===== config.mk =====
export PLATFORM = sky130hd
export DESIGN_NAME = romload_ctrl
export DESIGN_NICKNAME = d
export VERILOG_FILES = /design/src/rtl/romload_ctrl.sv
export SDC_FILE = /design/constraint.sdc
export NUM_CORES = 1
export LEC_CHECK = 0
export BUFFER_PORTS_ARGS = -buffer_cell sky130_fd_sc_hd__buf_2
export CAP_MARGIN = 20
export CORE_ASPECT_RATIO = 1.2
export CORE_MARGIN = 4
export CORE_UTILIZATION = 51
export DETAILED_ROUTE_END_ITERATION = 7
export GPL_TIMING_DRIVEN = 0
export PLACE_DENSITY = 0.79
export SETUP_SLACK_MARGIN = 0.2
export SYNTH_ARGS = -nofsm -noshare
export SYNTH_HDL_FRONTEND = slang
export SYNTH_SLANG_ARGS = --single-unit

===== constraint.sdc =====
create_clock -name clk_sys -period 5.62 [get_ports clk_sys]
set_input_delay 0.562 -clock clk_sys [delete_from_list [all_inputs] [get_ports clk_sys]]
set_output_delay 0.562 -clock clk_sys [all_outputs]
set_load 0.02 [all_outputs]

===== src/rtl/romload_ctrl.sv =====
// romload_ctrl: HPS ROM download controller with core reset hold-off,
// game-select and DIP bank capture.
// Optional feature: define ROMLOAD_CHECKSUM_EN to add the chk_sum output
// (mod-256 sum of accepted ROM bytes).
module romload_ctrl #(
    parameter int unsigned ROM_SIZE    = 16384,
    parameter int unsigned HOLD_CYCLES = 1024
) (
    input  logic        clk_sys,
    input  logic        reset,
    input  logic        user_reset,
    input  logic        ioctl_download,
    input  logic        ioctl_wr,
    input  logic [24:0] ioctl_addr,
    input  logic [7:0]  ioctl_dout,
    input  logic [7:0]  ioctl_index,
    output logic [13:0] dn_addr,
    output logic [7:0]  dn_data,
    output logic        dn_wr,
    output logic [1:0]  game_mode,
    output logic [7:0]  dip_sw0,
    output logic        core_reset,
    output logic        rom_loaded,
`ifdef ROMLOAD_CHECKSUM_EN
    output logic [7:0]  chk_sum,
`endif
    output logic        led_busy
);

    localparam int unsigned CNT_W  = $clog2(ROM_SIZE + 1);
    localparam int unsigned HOLD_W = (HOLD_CYCLES > 1) ? $clog2(HOLD_CYCLES) : 1;
    localparam logic [7:0]  IDX_ROM  = 8'd0;
    localparam logic [7:0]  IDX_GAME = 8'd1;
    localparam logic [7:0]  IDX_DIP  = 8'd254;

    typedef enum logic [1:0] {
        IDLE = 2'd0,
        LOAD = 2'd1,
        HOLD = 2'd2,
        RUN  = 2'd3
    } state_t;

    state_t              state, state_nx;
    logic                dl_prev;
    logic [CNT_W-1:0]    byte_cnt, byte_cnt_nx, byte_cnt_acc;
    logic                nz_flag, nz_flag_nx, nz_flag_acc;
    logic [HOLD_W-1:0]   hold_cnt, hold_cnt_nx;
    logic                loaded_nx;

    logic dl_rise, dl_fall, in_range, accept, game_wr, dip_wr;

    // Download edges, write qualification and the post-accept counter/flag view
    always_comb begin
        dl_rise  = ioctl_download & ~dl_prev & (ioctl_index == IDX_ROM);
        dl_fall  = ~ioctl_download & dl_prev;
        in_range = 32'(ioctl_addr) < ROM_SIZE;
        accept   = (state == LOAD) & ioctl_wr & (ioctl_index == IDX_ROM) & in_range;
        game_wr  = ioctl_wr & (ioctl_index == IDX_GAME);
        dip_wr   = ioctl_wr & (ioctl_index == IDX_DIP) & (ioctl_addr == 25'd0);

        byte_cnt_acc = byte_cnt;
        if (accept && (byte_cnt != CNT_W'(ROM_SIZE))) begin
            byte_cnt_acc = byte_cnt + CNT_W'(1);
        end
        nz_flag_acc = nz_flag | (accept & (ioctl_dout != 8'd0));
    end

    // Next-state, hold counter, load bookkeeping
    always_comb begin
        state_nx    = state;
        hold_cnt_nx = hold_cnt;
        byte_cnt_nx = byte_cnt_acc;
        nz_flag_nx  = nz_flag_acc;
        loaded_nx   = rom_loaded;

        if (dl_rise) begin
            state_nx    = LOAD;
            byte_cnt_nx = '0;
            nz_flag_nx  = 1'b0;
            loaded_nx   = 1'b0;
        end else begin
            case (state)
                IDLE: ;
                LOAD: begin
                    // A write coinciding with the falling edge is already in the _acc view
                    if (dl_fall) begin
                        if ((byte_cnt_acc != '0) && nz_flag_acc) begin
                            state_nx    = HOLD;
                            hold_cnt_nx = HOLD_W'(HOLD_CYCLES - 1);
                            loaded_nx   = 1'b1;
                        end else begin
                            state_nx = IDLE;
                        end
                    end
                end
                HOLD: begin
                    if (user_reset) begin
                        hold_cnt_nx = HOLD_W'(HOLD_CYCLES - 1);
                    end else if (hold_cnt == '0) begin
                        state_nx = RUN;
                    end else begin
                        hold_cnt_nx = hold_cnt - HOLD_W'(1);
                    end
                end
                RUN: begin
                    if (user_reset || game_wr) begin
                        state_nx    = HOLD;
                        hold_cnt_nx = HOLD_W'(HOLD_CYCLES - 1);
                    end
                end
                default: state_nx = IDLE;
            endcase
        end
    end

    // State register with state-derived outputs registered on the same edge
    always_ff @(posedge clk_sys) begin
        if (reset) begin
            state      <= IDLE;
            dl_prev    <= 1'b0;
            byte_cnt   <= '0;
            nz_flag    <= 1'b0;
            hold_cnt   <= '0;
            rom_loaded <= 1'b0;
            core_reset <= 1'b1;
            led_busy   <= 1'b0;
        end else begin
            state      <= state_nx;
            dl_prev    <= ioctl_download;
            byte_cnt   <= byte_cnt_nx;
            nz_flag    <= nz_flag_nx;
            hold_cnt   <= hold_cnt_nx;
            rom_loaded <= loaded_nx;
            core_reset <= (state_nx != RUN);
            led_busy   <= (state_nx == LOAD);
        end
    end

    // ROM write port and configuration registers
    always_ff @(posedge clk_sys) begin
        if (reset) begin
            dn_wr     <= 1'b0;
            dn_addr   <= '0;
            dn_data   <= '0;
            game_mode <= '0;
            dip_sw0   <= '0;
        end else begin
            dn_wr <= accept;
            if (accept) begin
                dn_addr <= ioctl_addr[13:0];
                dn_data <= ioctl_dout;
            end
            if (game_wr) begin
                game_mode <= ioctl_dout[1:0];
            end
            if (dip_wr) begin
                dip_sw0 <= ioctl_dout;
            end
        end
    end

`ifdef ROMLOAD_CHECKSUM_EN
    // Running sum of accepted bytes, restarted on each ROM download
    always_ff @(posedge clk_sys) begin
        if (reset) begin
            chk_sum <= '0;
        end else if (dl_rise) begin
            chk_sum <= '0;
        end else if (accept) begin
            chk_sum <= chk_sum + ioctl_dout;
        end
    end
`endif

endmodule

== Word level (Yosys, flattened, before mapping) ==
Cells that the tools add are included.
Storage, ports and cells
  register bits: 65
  input port bits: 46
  output and inout port bits: 36
  logic and storage cells: 68
Operators by class
  add/subtract/negate cells: 2
  order comparisons: 1
  eq/ne operators: 12
  mux-type cells: 14
  bitwise gates (word level): 14
  reduce and logical (&&, ||, !) cells: 12
Operators with widths (count)
  2-to-1 mux 10 bit: 5
  one-hot mux 10 bit (3 select lines): 1
  zero test 25 bit: 1
  < comparator 25 x 15 -> 1 bit (second input constant): 1
  adder 15 x 1 -> 15 bit (second input constant): 1
  2-to-1 mux 15 bit: 1
  != test 15 bit (second input constant): 1
  nonzero test 15 bit: 1
  2-to-1 mux 2 bit: 6
  AND 1 bit: 10
  zero test 10 bit: 1
  subtractor 10 x 1 -> 10 bit (second input constant): 1
  == test 8 x 1 -> 1 bit (second input constant): 1
  == test 8 bit (second input constant): 1
  zero test 8 bit: 1
  nonzero test 8 bit: 1
  != test 2 bit (second input constant): 3
  one-hot mux 2 bit (3 select lines): 1
  AND reduction 6 bit: 1
  == test 2 x 1 -> 1 bit (second input constant): 2
  == test 2 bit (second input constant): 2
  != test 3 bit (second input constant): 1
  NOT 1 bit: 3
  AND reduction 3 bit: 1
  6 further kinds: 7

== Longest topological paths before layout ==
Gate-level depths: netlist of the first run.
  depth in word-level cells: 13
  depth in mapped cells: 10
  mapped depth without buffers: 9

== Least setup slack after synthesis of the first run ==
No wires, ideal clock.
  kind: input -> register
  start point: in ioctl_addr[23]
  end point: reg hold_cnt[0]
  arrival time: 2.188 ns
  required time: 5.529 ns
  path slack: 3.341 ns
  stages: 8
  path buffers: 1
  cells stage by stage: nor4_1 -> and4_1 -> buf_4 -> and3_4 -> mux2_1 -> o2111ai_2 -> o21ai_4 -> a311oi_1
Between the ends
  longest elaborated chain between the ends: 8
  elaborated cells between the ends (all ways): 10
RTL lines
  start, declared: line 14  | input logic [24:0] ioctl_addr,
  < comparator 25 x 15 -> 1 bit *: line 56  | in_range = 32'(ioctl_addr) < ROM_SIZE;
  AND 1 bit *: line 57  | accept = (state == LOAD) & ioctl_wr & (ioctl_index == IDX_ROM) & in_range;
  logical AND 1 bit: line 62  | if (accept && (byte_cnt != CNT_W'(ROM_SIZE))) begin
  2-to-1 mux 15 bit: line 62
  nonzero test 15 bit: line 87  | if ((byte_cnt_acc != '0) && nz_flag_acc) begin
  logical AND 1 bit *: line 87
  != test 2 x 1 -> 1 bit (no line) *
  AND reduction 6 bit (no line) *
  end signal, assigned: line 132  | hold_cnt <= hold_cnt_nx;
  end, declared: line 47  | logic [HOLD_W-1:0] hold_cnt, hold_cnt_nx;
Mark *: on every way between the ends. The rest lies on a longest branch, timed or not.
A chain may end at the register's enable or synchronous reset.

== Worst setup path after layout of the first run ==
  start point: reg byte_cnt[0]
  end point: reg hold_cnt[0]
Between the ends
  longest elaborated chain between the ends: 7
  elaborated cells between the ends (all ways): 8
RTL lines
  start, declared: line 45  | logic [CNT_W-1:0] byte_cnt, byte_cnt_nx, byte_cnt_acc;
  start signal, assigned: line 130  | byte_cnt <= byte_cnt_nx;
  parallel branches: the longest is 2 deep, another holds adder 15 x 1 -> 15 bit
  2-to-1 mux 15 bit *: line 62
  nonzero test 15 bit *: line 87
  logical AND 1 bit *: line 87
  != test 2 x 1 -> 1 bit (no line) *
  AND reduction 6 bit (no line) *
Mark *: on every way between the ends.

==> results.tsv, run 1 <==
stage	metric	value	unit
yosys	synth_nets	449	
clock_network	cts.sinks	65	
placed_design	place.gp.congestion	0.930	
yosys	synth_area_per_cell	8.27	sq um
pwr	p_int	686	uW
sta	fin_worst_skew	0.0127	ns
setup_path	cp_top_family	simple AND/OR/NAND/NOR gates	
floorplan	die_w	81.5	microns
setup_path	cp.required	5.83	ns
layout	area_growth	21.4	%
floorplan	ioPinCount	82	
routing	routed_wl	8.71	mm
routing	drt_iter0_markers	144	
routing	vias_per_cell	5.58	
job	maxCapViolCount	0	
routing	routedWlPerCell	15.0	microns
yosys	yosysTopAreaCell	dfxtp_1	
pwr	clock_power_share	44.9	%
setup_path	worst_setup_path_end_kind	flop	
setup_path	path_class	flop to flop	
yosys	synth-seq-cells	65	
layout	n_antenna_cell	0	
sta	max-slew-margin-rel	56.2	%
setup_path	path_buf_inv	0	
yosys	synth_top_area_share	39.3	%
yosys	ys_warn_count	0	
pwr	ir_drop	0.165	mV
clock_network	clk_pin_slew	0.08	ns
yosys	ys_types	59	
sta	finalCritPeriodShare	50.3	%
global_route	grt_pass1_vias	3119	
routing	vias	3231	
layout	nNetsFinal	541	
global_route	grt_pass1_wl	14.4	mm
floorplan	dieArea	7840	sq um
setup_path	slowest_delay	0.50	ns
placed_design	dp_hpwl	6.49	mm
placed_design	place_area	3820	sq um
clock_network	postCtsSetupBuffers	0	
placed_design	io_buffers	81	
setup_path	setup.worst_path.start_class	flop	
clock_network	cts_buffer_depth	2	
sta	tns	0	ns
setup_path	critPathMaxFanout	10	
setup_path	path_cells	ha_1 -> nand3_1 -> nor2_1 -> nand4_1 -> xor2_1 -> o2111ai_2 -> o21ai_4 -> a311oi_1	
clock_network	cts_made_buffers	9	
pwr	p_seq_share	50.6	%
yosys	netlist_top_cells_area	dfxtp_1, nand2_1, nor2_1, a21oi_1, mux2i_1	
sta	hold_viol_final	0	
yosys	netlist_instances	400	
pwr	pwr_density_cell	227	nW/um^2
yosys	syn_area	3310	sq um
clock_network	clock-root-buffer	clkbuf_8	
layout	fin_area	4020	sq um
clock_network	cts_tree	yes	
global_route	grt_overflow	0	
worst_hold_path	worstHoldPathType	input port to flop	
sta	layout_min_cycle_time	2.83	ns
clock_network	htreeDepth	3	
sta	rsz0062_at_grt	false	
outcome	status	finished, final reports clean	
pwr	cellLeakagePower	0.00156	uW
floorplan	start_util	53.6	%
routing	firstDrtPassIters	5	
pwr	p_sw	225	uW
sta	tightest_slew	0.656	ns
layout	instances_no_fill	579	
clock_network	cts_resized	0	
clock_network	worst_skew_pair.late_latency	0.36	ns
sta	report.final.slew_viol_count	0	
global_route	grt_max_degree	14	
floorplan	coreArea	6170	sq um
floorplan	rows	31	
setup_path	worstPathArrival	3.04	ns
sta	fmax	354	MHz
yosys	yosysSeqAreaShare	39.3	%
pwr	power_frac_comb	4.6	%
sta	setup_viol	0	
global_route	grt_usage	23.7	%
routing	drc	0	
clock_network	hold_buffers	0	
layout	drive_gt1_share	27.0	%
yosys	synth_edf_count	0	
yosys	ys.flop_type	dfxtp_1	
floorplan	fp.dieH	96.2	microns
routing	antenna_left	0	
setup_path	slowest_stage	dfxtp_1	
yosys	async_flop_share	0	%
global_route	grt_antenna_before_repair	0	
yosys	netlist_top_cells_count	nand2_1, dfxtp_1, nor2_1	
placed_design	dp_cells	563	
yosys	yosysMostFrequentCell	nand2_1	
pwr	swShare	24.7	%
[per-stage QoR]
| step | worst slack [ns] | utilization (%) | power [uW] | hold slack [ns] |
|---|---|---|---|---|
| after detailed placement | 2.85 | 61.9 | 513 | 0.441 |
| after global routing | 2.61 | 65.1 | 943 | 0.463 |
| after CTS | 2.86 | 65.1 | 920 | 0.441 |
| final | 2.79 | 65.1 | 911 | 0.452 |
| after floorplan | 3.34 | - | 485 | 0.427 |
| after global placement | 2.87 | 61.9 | 513 | 0.432 |
[state kept, by name, indices dropped and copies added (netlist names)]
signal / flops
led_busy: 1
state: 2
game_mode: 2
dn_addr: 14
dn_wr: 1
nz_flag: 1
dn_data: 8
rom_loaded: 1
byte_cnt: 15
dip_sw0: 8
core_reset: 1
hold_cnt: 10
dl_prev: 1
[layout by cell type, fill, tap and decap left out, types with 3 or more instances in the layout]
cell / n
a311oi_1: 3
nand2_1: 67
a21oi_1: 28
a31o_2: 3
o21ai_0: 5
o21a_1: 4
nand4_1: 10
clkbuf_8: 9
nor3_1: 5
nor4_1: 9
nand3_1: 10
nand2b_1: 4
ha_1: 3
and3_1: 7
a221oi_2: 4
or3_1: 3
and4_1: 3
dfxtp_1: 65
buf_2: 90
inv_1: 11
o22ai_1: 3
nor3b_1: 3
nor2_1: 49
a31oi_1: 10
mux2i_1: 11
clkbuf_1: 12
xnor2_1: 9
nor4_4: 3
xor2_1: 9
[tightest hold or removal path, cell delays in order]
cell	delay, ns
buf_2	0.10
nand2_1	0.05
a21oi_1	0.05
[path summary, 6_finish.rpt]
check                      from           to  slack [ns]  depth (start not counted)
setup / recovery    byte_cnt[0]  hold_cnt[0]        2.79                          8
hold / removal    ioctl_addr[6]   dn_addr[6]        0.45                          3
setup reg to reg    byte_cnt[0]  hold_cnt[0]        2.79                          8
hold reg to reg      dn_addr[8]   dn_addr[8]        0.45                          2
[cell families after synthesis]
group	after synthesis	share of synthesized area, %
AND/OR/NAND/NOR	194	30.6
AO/OA/AOI/OAI	73	15.9
flip-flops	65	39.3
buffers and inverters	35	4.58
XOR/XNOR	18	4.77
multiplexers	12	3.67
adder cells (fa/ha/maj)	3	1.13
[layout make-up]
type,count,area (sq um)
fillers,536,2150
clock buffers,9,124
clock inverters,7,77.6
repair buffers,81,405
plain buffers,24,110
multi-input cells,300,1860
well taps,82,103
inverters,11,41.3
flip-flops and latches,65,1300
[metal layers]
layer	vias to the layer above	wire length [microns]	global-route usage (%)
li1	1605	-	-
met1	1491	3750	29.1
met2	114	4180	38.9
met3	21	542	5.62
met4	0	242	11.0
met5	-	0	0
[power groups by stage]
stage | clock (uW) | combinational, uW | sequential, uW
2_1_floorplan | 0 | 13.4 | 472
3_3_place_gp | 0 | 40.8 | 472
3_5_place_dp | 0 | 41.3 | 472
4_1_cts | 417 | 41.5 | 461
5_1_grt | 436 | 45.9 | 461
6_report | 409 | 41.5 | 461
Note: power is estimated with default switching activity, not from simulation.
==> run 2, diff against run 1 <==
--- a/config.mk
+++ b/config.mk
@@ -5,11 +5,12 @@
 export SDC_FILE = /design/constraint.sdc
 export NUM_CORES = 1
 export LEC_CHECK = 0
+export ABC_AREA = 1
 export BUFFER_PORTS_ARGS = -buffer_cell sky130_fd_sc_hd__buf_2
 export CAP_MARGIN = 20
 export CORE_ASPECT_RATIO = 1.2
 export CORE_MARGIN = 4
-export CORE_UTILIZATION = 51
+export CORE_UTILIZATION = 49
 export DETAILED_ROUTE_END_ITERATION = 7
 export GPL_TIMING_DRIVEN = 0
 export PLACE_DENSITY = 0.79
==> constraint.sdc (replaced) <==
create_clock -name clk_sys -period 2.3 [get_ports clk_sys]
set_input_delay 0.23 -clock clk_sys [delete_from_list [all_inputs] [get_ports clk_sys]]
set_output_delay 0.23 -clock clk_sys [all_outputs]
set_load 0.02 [all_outputs]
==> run 2 against run 1 <==
  * First-iteration DRC count up 78%
  * Core utilization increased by 3.8 points
  * Final cell count increased by 26%
  * Register-to-register slack got worse by 2.8 ns
  * Clock power grew to 2.9 times the previous value
  * Sequential share of layout area down 4.7 points
  * Synthesized cell count is 30% higher
  * Total power grew to 2.7 times the previous value
  * Final area increased by 19%
  * Maximum frequency rose by 24%
  * Combinational power grew to 2.7 times the previous value
  * Critical endpoint is now hold_cnt[8]
  * Largest cell class unchanged
  * Highest routed layer unchanged
==> results.tsv, run 2 <==
stage	metric	value	unit	change
pwr	pwr_density_cell	509	nW/um^2	was 227 nW/um^2
layout	drive_gt1_share	35.0	%	was 27.0%
yosys	syn_area	3530	sq um	was 3310 sq um
routing	wl_met1	4.21	mm	was 3.75 mm
layout	nNetsFinal	684		was 541
yosys	yosysSeqAreaShare	36.9	%	was 39.3%
setup_path	setup.worst_path.start_class	flop		unchanged
layout	n_antenna_cell	0		unchanged
floorplan	start_util	50.8	%	was 53.6%
floorplan	rows	33		was 31
routing	drc	0		unchanged
layout	layout_commonest_cell	nand2_1		was buf_2
placed_design	dp_cells	688		was 563
layout	nFillCells	542		was 536
setup_path	path_buf_inv	2		was 0
setup_path	critPathMaxFanout	6		was 10
sta	finalCritPeriodShare	98.7	%	was 50.3%
yosys	yosysMostFrequentCell	nand2_1		unchanged
global_route	grt_pass1_vias	3662		was 3,119
global_route	grt_overflow	0		unchanged
routing	antenna_left	0		unchanged
yosys	synth_nets	570		was 449
global_route	grt_pass1_wl	16.3	mm	was 14.4 mm
setup_path	slowest_stage	dfxtp_2		was dfxtp_1
clock_network	cts_tree	yes		unchanged
sta	report.final.slew_viol_count	0		unchanged
setup_path	critPathMostFrequentCell	nand2_2		
layout	final_cell_mix	nand2_1, buf_2, nor2_1		was buf_2, nand2_1, dfxtp_1
yosys	yosysTopAreaCell	dfxtp_1		unchanged
sta	setup_viol	0		unchanged
routing	route.met3.wl	784	microns	was 542 microns
placed_design	io_buffers	80		was 81
yosys	ys_warn_count	0		unchanged
layout	reg_top3	byte_cnt x15, dn_addr x14, hold_cnt x10		unchanged
global_route	grt_antenna_before_repair	0		unchanged
floorplan	coreArea	6940	sq um	was 6170 sq um
clock_network	htreeDepth	3		unchanged
yosys	netlist_top_cells_area	dfxtp_1, nand2_1, nor2_1, a21oi_1, inv_1		was dfxtp_1, nand2_1, nor2_1, a21oi_1, mux2i_1
yosys	netlist_top_cells_count	nand2_1, nor2_1, dfxtp_1		was nand2_1, dfxtp_1, nor2_1
routing	firstDrtPassIters	5		unchanged
routing	vias	3905		was 3,231
sta	max-slew-margin-rel	59.8	%	was 56.2%
sta	fin_worst_skew	0.0156	ns	was 0.0127 ns
sta	fmax	440	MHz	was 354 MHz
setup_path	cp.required	2.54	ns	was 5.83 ns
pwr	ir_drop	0.411	mV	was 0.165 mV
layout	post-route-util	68.9	%	was 65.1%
yosys	async_flop_share	0	%	unchanged
yosys	ys.flop_type	dfxtp_1		unchanged
clock_network	cts_made_buffers	9		unchanged
clock_network	worst_skew_pair.late_latency	0.35	ns	was 0.36 ns
floorplan	die_w	85.5	microns	was 81.5 microns
floorplan	dieArea	8630	sq um	was 7840 sq um
sta	hold_viol_final	0		unchanged
sta	tightest_slew	0.597	ns	was 0.656 ns
placed_design	dp_hpwl	6.91	mm	was 6.49 mm
layout	instances_no_fill	727		was 579
routing	vias_per_cell	5.37		was 5.58
setup_path	worst_setup_path_end_kind	flop		unchanged
placed_design	preCtsSetupSlack	-0.162	ns	was 2.85 ns
yosys	synth_edf_count	0		unchanged
setup_path	slowest_delay	0.37	ns	was 0.50 ns
worst_hold_path	worstHoldPathType	input port to flop		unchanged
yosys	ys_types	33		was 59
clock_network	cts.sinks	65		unchanged
routing	routed-wl-met2	4.91	mm	was 4.18 mm
clock_network	clock-root-buffer	clkbuf_8		unchanged
yosys	synth_area_per_cell	6.77	sq um	was 8.27 sq um
job	maxCapViolCount	0		unchanged
floorplan	fp.dieH	101	microns	was 96.2 microns
layout	largest_reg_flops	15		unchanged
routing	routed_wl	10.2	mm	was 8.71 mm
setup_path	path_cells	nor2_2 -> nand3_1 -> nor2_4 -> nand2_4 -> nand3_4 -> buf_16 -> nand2_1 -> nand2_2 -> nand3_2 -> nor2_4 -> nand2_2 -> nand2_2 -> nand2_4 -> buf_8 -> a21oi_2 -> nor2_1		was ha_1 -> nand3_1 -> nor2_1 -> nand4_1 -> xor2_1 -> o2111ai_2 -> o21ai_4 -> a311oi_1
routing	drt_iter0_markers	256		was 144
yosys	synth-seq-cells	65		unchanged
clock_network	clk_pin_slew	0.09	ns	was 0.08 ns
pwr	power.total	2430	uW	was 911 uW
layout	largest-register	byte_cnt		unchanged
yosys	synth_top_area_share	36.9	%	was 39.3%
placed_design	place.gp.congestion	0.890		was 0.930
clock_network	cts_buffer_depth	2		unchanged
layout	area_growth	35.5	%	was 21.4%
global_route	grt_usage	23.5	%	was 23.7%
yosys	netlist_instances	521		was 400
setup_path	path_class	flop to flop		unchanged
sta	layout_min_cycle_time	2.27	ns	was 2.83 ns
floorplan	ioPinCount	82		unchanged
setup_path	cp_top_family	simple AND/OR/NAND/NOR gates		unchanged
sta	fin_ws	0.0290	ns	was 2.79 ns
pwr	cellLeakagePower	0.00217	uW	was 0.00156 uW
outcome	status	finished, final reports clean		unchanged
routing	routedWlPerCell	14.0	microns	was 15.0 microns
setup_path	worstPathArrival	2.51	ns	was 3.04 ns
sta	rsz0062_at_grt	true		was false
global_route	grt_max_degree	13		was 14
routing	highest_layer	met4		unchanged
run 2: changes by cell type in the layout (fill, tap and decap cells not counted), sizes merged, moves of 20 or more:
cell	before	now
o21ai	7	27
nor2	49	83
nand3	11	34
inv	13	54
nand2	68	135
a21oi	28	53
run 2: cell families (layout without fill, tap and decap cells):
| kind of cell | after synthesis | after routing | share of synthesized area (%) |
|---|---|---|---|
| AO/OA/AOI/OAI | 90 | 90 | 14.4 |
| adder cells (fa/ha/maj) | 3 | 3 | 1.06 |
| buffers and inverters | 71 | 189 | 8.41 |
| XOR/XNOR | 8 | 8 | 1.99 |
| AND/OR/NAND/NOR | 284 | 285 | 37.2 |
| flip-flops | 65 | 65 | 36.9 |
run 2: worst paths after layout:
kind | startpoint | to | slack [ns] | cells after the start
max | byte_cnt[4] | hold_cnt[8] | 0.03 | 16
min reg2reg | rom_loaded | rom_loaded | 0.46 | 2
min | ioctl_download | dl_prev | 0.14 | 3
max reg2reg | byte_cnt[4] | hold_cnt[8] | 0.03 | 16
run 2: layout make-up:
type                            instances  area, sq um  area share, %
Sequential cell                        65         1320           27.7
Multi-Input combinational cell        386         2180           45.6
Clock buffer                           10          128           2.67
Timing Repair Buffer                  102          617           12.9
Tap cell                               87          109           2.28
Inverter                               54          205           4.29
Buffer                                 17          101           2.12
Clock inverter                          6          116           2.43
run 2: through the flow:
stage	setup TNS, ns	area (sq um)	hold WS [ns]
3_3_place_gp	-1.01	4040	0.438
5_1_grt	-0.605	4780	0.150
4_1_cts	0	4540	0.132
3_5_place_dp	-1.50	4040	0.444
6_report	0	4780	0.139
2_1_floorplan	0	3530	0.366
run 2: metal layers:
metal | global-route usage, % | vias to the layer above
met2 | 41.3 | 153
met5 | 0 | -
li1 | - | 1935
met4 | 9.14 | 0
met3 | 6.46 | 31
met1 | 26.9 | 1786
run 2: worst register-to-register path: cells and delay by family, from the launching register on:
kind	cells	cell delay, ns
and+or+nand+nor	13	1.37
buffers and inverters	2	0.31
DFF	1	0.37
AOI/OAI and AO/OA	1	0.13
run 2: repair_timing:
action,CTS,global route
resized for setup,36,53
hold buffers,0,0
pin swaps,20,26
setup buffers,11,9
gates cloned,3,0
setup endpoints to repair,14,17
run 2: power breakdown:
group	leakage (uW)	internal [uW]	switching [uW]	total, uW
sequential	0.000530	1120	0.908	1120
clock	0.000121	726	473	1200
combinational	0.00152	42.6	67.5	110
total	0.00217	1890	542	2430
